### config.mk
export PLATFORM = sky130hd
export DESIGN_NAME = b12_stim_sequencer
export DESIGN_NICKNAME = d
export VERILOG_FILES = /design/src/rtl/b12_stim_sequencer.sv
export SDC_FILE = /design/constraint.sdc
export NUM_CORES = 1
export LEC_CHECK = 0
export CAP_MARGIN = 20
export CORE_MARGIN = 2
export CORE_UTILIZATION = 35
export CTS_BUF_LIST = sky130_fd_sc_hd__clkbuf_2
export CTS_CLUSTER_DIAMETER = 100
export CTS_CLUSTER_SIZE = 16
export DETAILED_ROUTE_END_ITERATION = 16
export GPL_TIMING_DRIVEN = 0
export MAX_ROUTING_LAYER = met4
export SYNTH_ARGS = -nofsm -noshare
export SYNTH_HDL_FRONTEND = slang
export SYNTH_SLANG_ARGS = --single-unit
export TNS_END_PERCENT = 5
### constraint.sdc
create_clock -name clock -period 5.85 [get_ports clock]
set_input_delay 1.17 -clock clock [delete_from_list [all_inputs] [get_ports clock]]
set_output_delay 1.17 -clock clock [all_outputs]
set_load 0.05 [all_outputs]
### src/rtl/b12_stim_sequencer.sv
// b12_stim_sequencer
// Stimulus player that feeds the b12 game core. A small program of 6-bit
// opcodes (bit 5 = obs, bits 4:1 = k, bit 0 = start) is written while idle.
// Once started, the player issues one opcode per clock. It supports loop,
// stop and done reporting.
//
// Ports:
//   clock            single clock, rising edge
//   reset            synchronous active-high reset
//   wr_en/addr/data  program-memory write (honoured in IDLE/DONE only)
//   len              program length 0..DEPTH, clamped, latched on run
//   loop             wrap after last entry, latched on run
//   run, stop        start / abort requests (stop has priority)
//   k, start, obs    registered opcode fields driven to the core
//   pc               address of the next entry to issue
//   busy, done       PLAY / DONE status
//   wr_err           one-cycle pulse for a write attempted during PLAY
//   issued           saturating count of opcodes issued since last run
module b12_stim_sequencer #(
    parameter int DEPTH = 16,
    parameter int AW    = 4
) (
    input  logic          clock,
    input  logic          reset,
    input  logic          wr_en,
    input  logic [AW-1:0] wr_addr,
    input  logic [5:0]    wr_data,
    input  logic [AW:0]   len,
    input  logic          loop,
    input  logic          run,
    input  logic          stop,
    output logic [3:0]    k,
    output logic          start,
    output logic          obs,
    output logic [AW-1:0] pc,
    output logic          busy,
    output logic          done,
    output logic          wr_err,
    output logic [15:0]   issued
);

    typedef enum logic [1:0] {
        ST_IDLE = 2'd0,
        ST_PLAY = 2'd1,
        ST_DONE = 2'd2
    } state_t;

    state_t        state_r, state_s;
    logic [AW-1:0] pc_r, pc_s;
    logic [AW:0]   len_r, len_s;
    logic          loop_r, loop_s;
    logic [5:0]    op_r, op_s;
    logic [15:0]   issued_r, issued_s;
    logic          wr_err_r, wr_err_s;
    logic          mem_we_s;
    logic [AW:0]   run_len_s;
    logic [5:0]    mem_r [DEPTH];

    // Lengths above DEPTH would run off the end of the memory.
    function automatic logic [AW:0] clamp_len(input logic [AW:0] l);
        if (l > (AW+1)'(DEPTH)) begin
            return (AW+1)'(DEPTH);
        end else begin
            return l;
        end
    endfunction

    function automatic logic [15:0] sat_inc(input logic [15:0] v);
        if (v == 16'hFFFF) begin
            return v;
        end else begin
            return v + 16'd1;
        end
    endfunction

    // Next-state and next-output logic for the player FSM.
    always_comb begin
        state_s   = state_r;
        pc_s      = pc_r;
        len_s     = len_r;
        loop_s    = loop_r;
        op_s      = 6'd0;
        issued_s  = issued_r;
        wr_err_s  = 1'b0;
        mem_we_s  = 1'b0;
        run_len_s = clamp_len(len);
        case (state_r)
            ST_PLAY: begin
                wr_err_s = wr_en;
                if (stop) begin
                    // Abort without issuing; pc keeps the unissued entry.
                    state_s = ST_IDLE;
                end else begin
                    op_s     = mem_r[pc_r];
                    issued_s = sat_inc(issued_r);
                    if ({1'b0, pc_r} == len_r - (AW+1)'(1)) begin
                        if (loop_r) begin
                            pc_s = '0;
                        end else begin
                            state_s = ST_DONE;
                        end
                    end else begin
                        pc_s = pc_r + AW'(1);
                    end
                end
            end
            ST_IDLE, ST_DONE: begin
                // The memory write lands on the same edge a run is accepted,
                // and the first read happens one edge later, so it is seen.
                mem_we_s = wr_en;
                if (stop) begin
                    state_s = ST_IDLE;
                end else if (run) begin
                    len_s    = run_len_s;
                    loop_s   = loop;
                    issued_s = 16'd0;
                    if (run_len_s != (AW+1)'(0)) begin
                        state_s = ST_PLAY;
                        pc_s    = '0;
                    end else begin
                        state_s = ST_DONE;
                    end
                end else begin
                    state_s = state_r;
                end
            end
            default: begin
                state_s = ST_IDLE;
            end
        endcase
    end

    // State and output registers.
    always_ff @(posedge clock) begin
        if (reset) begin
            state_r  <= ST_IDLE;
            pc_r     <= '0;
            len_r    <= '0;
            loop_r   <= 1'b0;
            op_r     <= 6'd0;
            issued_r <= 16'd0;
            wr_err_r <= 1'b0;
        end else begin
            state_r  <= state_s;
            pc_r     <= pc_s;
            len_r    <= len_s;
            loop_r   <= loop_s;
            op_r     <= op_s;
            issued_r <= issued_s;
            wr_err_r <= wr_err_s;
        end
    end

    // Program memory; deliberately not cleared by reset.
    always_ff @(posedge clock) begin
        if (mem_we_s) begin
            mem_r[wr_addr] <= wr_data;
        end
    end

    assign obs    = op_r[5];
    assign k      = op_r[4:1];
    assign start  = op_r[0];
    assign pc     = pc_r;
    assign busy   = (state_r == ST_PLAY);
    assign done   = (state_r == ST_DONE);
    assign wr_err = wr_err_r;
    assign issued = issued_r;

endmodule

* After elaboration in Yosys (flattened, before gate mapping)
Memories as Yosys holds them, arrays and structs flattened. A register that Yosys moved wholly into a read port is not among the register bits.
Index checks and enable logic that the tools add are counted.
** Storage, ports and cells
- Flip-flop bits (word level) :: 29
- Bits in writable memories :: 96
- Input port bits :: 21
- Output and inout bits :: 29
- Logic and storage cells :: 59
- Memories kept :: 1
** Memory list
- mem_r :: depth 16, width 6, read ports 1, clocked after Yosys merged registers in 1, write ports 1, line 57 : logic [5:0] mem_r [DEPTH];
** Operators by class
- $add $sub $neg :: 3
- $lt $le $gt $ge :: 1
- Equality and inequality tests :: 13
- Multiplexer cells :: 23
- Bitwise operators :: 2
- Reductions and logical operators :: 10
** Operators by type and width (number)
- 16-bit 2-to-1 mux :: 4
- 16-bit case mux with 2 select lines :: 1
- 4-bit 2-to-1 mux :: 6
- 16-bit by 1-bit adder with 16-bit output (second input constant) :: 1
- 16-bit == test (second input constant) :: 1
- 2-bit 2-to-1 mux :: 6
- 2-bit != test (second input constant) :: 5
- 3-bit != test (second input constant) :: 3
- 4-bit case mux with 2 select lines :: 1
- 3-bit AND reduction :: 2
- 6-bit AND reduction :: 1
- 4-bit by 5-bit == test with 1-bit output :: 1
- 5-bit > comparator (second input constant) :: 1
- 5-bit 2-to-1 mux :: 1
- 5-bit AND reduction :: 1
- 5-bit nonzero test :: 1
- 5-bit by 1-bit subtractor with 5-bit output (second input constant) :: 1
- 4-bit by 1-bit adder with 4-bit output (second input constant) :: 1
- 2-bit case mux with 2 select lines :: 1
- 2-bit OR reduction :: 2
- 1-bit 2-to-1 mux :: 3
- 3-bit by 2-bit != test with 1-bit output (second input constant) :: 1
- 3-bit OR reduction :: 1
- 2-bit by 1-bit == test with 1-bit output (second input constant) :: 1
- other kinds (4) :: 5

* Logic depth before layout (Yosys ltp)
- Word-level depth :: 7
- Depth in mapped cells :: 7
- Gate-level depth less buffers :: 7

* Worst setup path after synthesis
No wires, ideal clock.
- Kind :: input-to-reg
- Start :: in len[1]
- End :: reg pc_r[2], in the netlist pc[2]
- Library setup time :: 115 ps
- Data arrival time :: 2501 ps
- Required time :: 5735 ps
- Slack :: 3233 ps
- Cell stages on the path :: 5
- Path buffers :: 0
- Cells stage by stage :: or4_1 > o21a_1 > o211a_1 > o211a_1 > a31o_1
** Between the ends
- Longest elaborated chain between the ends :: 5
** Ends and longest elaborated chain
- start: declaration :: line 28 : input logic [AW:0] len,
- 5-bit > comparator :: line 61 : if (l > (AW+1)'(DEPTH)) begin
- 5-bit 2-to-1 mux (*) :: line 61
- 5-bit nonzero test (*) :: line 117 : if (run_len_s != (AW+1)'(0)) begin
- 2-bit != test (no source line) (*)
- 6-bit AND reduction (no source line) (*)
- end signal: assignment :: line 145 : pc_r <= pc_s;
- end: declaration :: line 49 : logic [AW-1:0] pc_r, pc_s;
Every way passes the cells marked *; elsewhere a longest branch is shown, timed or not.
A chain may end at the register's enable or synchronous reset.

* Worst setup path after layout
- Start :: reg state_r[0]
- End :: out busy
** Between the ends
- Longest elaborated chain between the ends :: 1
** Ends and longest elaborated chain
- start: declaration :: line 48 : state_t state_r, state_s;
- start signal: assignment :: line 144 : state_r <= state_s;
- 2-bit by 1-bit == test with 1-bit output :: line 165 : assign busy = (state_r == ST_PLAY);
- end: declaration :: line 36 : output logic busy,
No other way between the ends.

==> results.tsv <==
stage	metric	value	unit
grt	initial antenna violation count	0	
synth	post-synth top area cell	edfxtp_1	
clocking	maximum clock path buffer count	2	
pwr	Psw	385	uW
synth	Post-synth top flop	edfxtp_1	
routing	met1 WL	4970	um
routing	metal3 WL	910	um
pwr	power share of the combinational group	5.4	%
critical_path	critical path type	reg2out	
finish	Post-Layout Inst Area	0.00649	mm^2
synth	post-synth top area share	52.2	%
timing	final worst-path cycle share	61.7	%
clocking	Clock Tree Root	clkbuf_2	
critical_path	Arr. time, crit path	2.44	ns
synth	synthesized net count	375	
clocking	hold buffer count at cts	0	
critical_path	FF-to-FF End	mem_r[4][0]	
placed_design	Area after DPL	0.00626	mm^2
pwr	Worst VDD drop	207	uV
timing	crit path time final	3.61	ns
synth	asr flop ratio synth	0	%
routing	Via-to-Cell Ratio	5.11	
routing	WL final	11600	um
synth	sequential share of the synthesized area	64.9	%
synth	Mapped Cells	351	
floorplan	Core Rows	45	
finish	Synth-to-Final Area Change	17.6	%
clocking	postcts setup bufs	0	
pwr	sw frac	23.8	%
routing	DR vias	3279	
critical_path	Crit Path Max Fanout	9	
routing	WL met2	5570	um
floorplan	Die Wd	130	um
critical_path	critical path endpoint category	output port	
routing	DRC marker count from the first detailed-route iteration	321	
timing	RSZ-0062 raised after global routing	no	
synth	top cells by area in the synthesized netlist	edfxtp_1 (52%), dfxtp_1 (13%), mux4_1 (6.7%), mux4_2 (6.5%), nor2_1 (2.0%)	
synth	Avg Synthesized Cell Area	15.7	um^2
clocking	post-CTS sizing	0	
routing	Pre-antenna DRT Iters	4	
floorplan	CORE AREA	0.0153	mm^2
timing	final setup skew	0.0165	ns
min_path	hold path cells	2	
routing	DR top layer	met4	
synth	post-synth cell types	50	
routing	Detail Route Antenna Nets	0	
finish	share of cells above drive strength 1	15.8	%
timing	Hold Violations, Final	0	
critical_path	type of origin of the critical path	flip-flop	
finish	Layout fillers	1422	
clocking	CTS tree	built	
floorplan	Chip Height	130	um
clocking	clk slew on worst S/H paths	0.19	ns
pwr	static leakage	0.00209	uW
critical_path	required time worst endpoint	4.68	ns
min_path	Hold Path Sink	loop_r	
pwr	Seq pwr share	62.5	%
placed_design	DPL Wire Length	8100	um
clocking	insertion delay to the later sink of the worst-skew pair	0.65	ns
critical_path	R2R depth	3	
critical_path	flop-to-flop setup slack	3.50	ns
routing	Routed wire per std cell	18.1	um
run	max cap viols	0	
synth	Yosys reg bits	131	
grt	Overall Global Routing Usage	15.3	%
pwr	power density cells	250	mW/mm^2
run_status	status	completed	
grt	vias in the first global route	3306	
timing	fmax	277	MHz
timing	setup tns final	0	ns
floorplan	die area	0.0168	mm^2
grt	first-pass GRT wire length	18200	um
synth	Post-synth EDFFs	96	
clocking	H-tree levels	4	
synth	Post-Syn Area	0.00552	mm^2
clocking	CTS Buf Count	17	
pwr	Pint	1240	uW
finish	antenna cells	0	
min_path	Hold Path Class	reg2reg	
floorplan	Starting Density	36.0	%
timing	Final Setup Violations	0	
pwr	clock power share	32.1	%
floorplan	Boundary Pins	50	
placed_design	gp weighted congestion	0.765	
critical_path	origin of the critical flop-to-flop path	state_r[0]	
timing	Final Slew Violations	0	
synth	YS warnings	0	
clocking	clk sink count	131	
grt	largest net degree at the start of global routing	17	
grt	GR Overflow Total	0	
timing	Slew Limit Headroom	30.6	%
finish	NumNets Final	442	
placed_design	port buffer count	48	
routing	Remaining DRCs	0	
min_path	min-delay src	loop_r	
timing	worst-margin pin slew	1.03	ns
timing	Hold Slack	0.485	ns
[per-stage QoR]
step / worst slack [ns] / utilization, % / instances / power (uW)
after CTS: 2.17 / 42.4 / 642 / 1640
after detailed placement: 2.25 / 40.9 / 610 / 1120
final: 2.24 / 42.4 / 642 / 1620
after global routing: 2.01 / 42.4 / 642 / 1690
after floorplan: 3.23 / - / 351 / 1080
after global placement: 2.28 / 40.9 / 610 / 1120
[metal layers]
layer  track usage, %  vias up
met5                -        -
met4             4.11        0
met3             4.46       11
met2             24.1      117
met1             19.6     1638
li1                 -     1513
[registers in the layout, summed over array words and instances (netlist names)]
register / flops
wr_err: 1
op_r: 6
len_r: 5
pc: 4
issued: 16
state_r: 2
mem_r: 96
loop_r: 1
[power by group through the flow]
stage / Combinational (uW) / Sequential, uW / Clock, uW
2_1_floorplan: 41.3 / 1040 / 0
3_3_place_gp: 86.3 / 1030 / 0
3_5_place_dp: 88.5 / 1030 / 0
4_1_cts: 88.9 / 1010 / 538
5_1_grt: 95.8 / 1010 / 583
6_report: 87.9 / 1010 / 520
[kinds of logic (layout without fill, tap and decap cells)]
logic type | after synthesis | in the layout | share of synthesized area (%)
mux | 31 | 31 | 13.4
xor+xnor | 14 | 14 | 2.22
simple gates | 103 | 103 | 9.64
compound gates | 46 | 46 | 6.37
buf+inv | 23 | 103 | 2.77
fa+ha+maj | 3 | 3 | 0.680
flops | 131 | 131 | 64.9
[cell usage in the layout, fill, tap and decap left out, drive strengths merged, types with 2 or more instances in the layout]
master         count
nand2b             5
dfxtp             35
clkdlybuf4s50     48
xor2               7
o21a               2
nand2             16
mux4              30
ha                 3
nor3               9
a21oi             14
or2                2
nand3b             4
clkinv             8
clkbuf            20
or3                7
o21ba              2
nand4b             3
o211a              3
nand3              8
buf               12
and3               3
nor2              29
or4                2
clkinvlp           3
a31o               3
xnor2              7
o211ai             8
o21ai              7
bufinv             2
nor2b              9
inv               10
edfxtp            96
[cell usage after synthesis (6+ instances only)]
master	n
edfxtp_1	96
dfxtp_1	35
nor2_1	29
mux4_2	16
nand2_1	16
a21oi_1	14
mux4_1	14
inv_1	9
nor2b_1	9
nor3_1	9
nand3_1	8
o211ai_1	7
or3_1	7
xnor2_1	7
xor2_1	7
o21ai_0	6
[worst max-delay path by stage]
stage	from	end	slack, ns
after floorplan	len[1]	pc[2]	3.23
after CTS	state_r[0]	busy	2.17
after global placement	wr_en	mem_r[4][0]	2.28
after global routing	state_r[0]	busy	2.01
after detailed placement	wr_en	mem_r[4][0]	2.25
final	state_r[0]	busy	2.24
[critical path: stages, from the launching register on]
cell and delay [ns]:
dfxtp_1 0.60, nand2b_1 0.09, buf_2 0.19, inv_1 0.09, clkdlybuf4s50_1 0.81
[layout make-up]
class                   instances  area (um^2)  area share, %
inverters                       9         33.8          0.520
plain buffers                  14          119           1.83
flip-flops and latches        131         3580           55.2
clock inverters                14          139           2.14
multi-input cells             197         1780           27.4
clock buffers                  18         90.1           1.39
well taps                     211          264           4.07
repair buffers                 48          480           7.40
(Power assumes the default switching activity.)
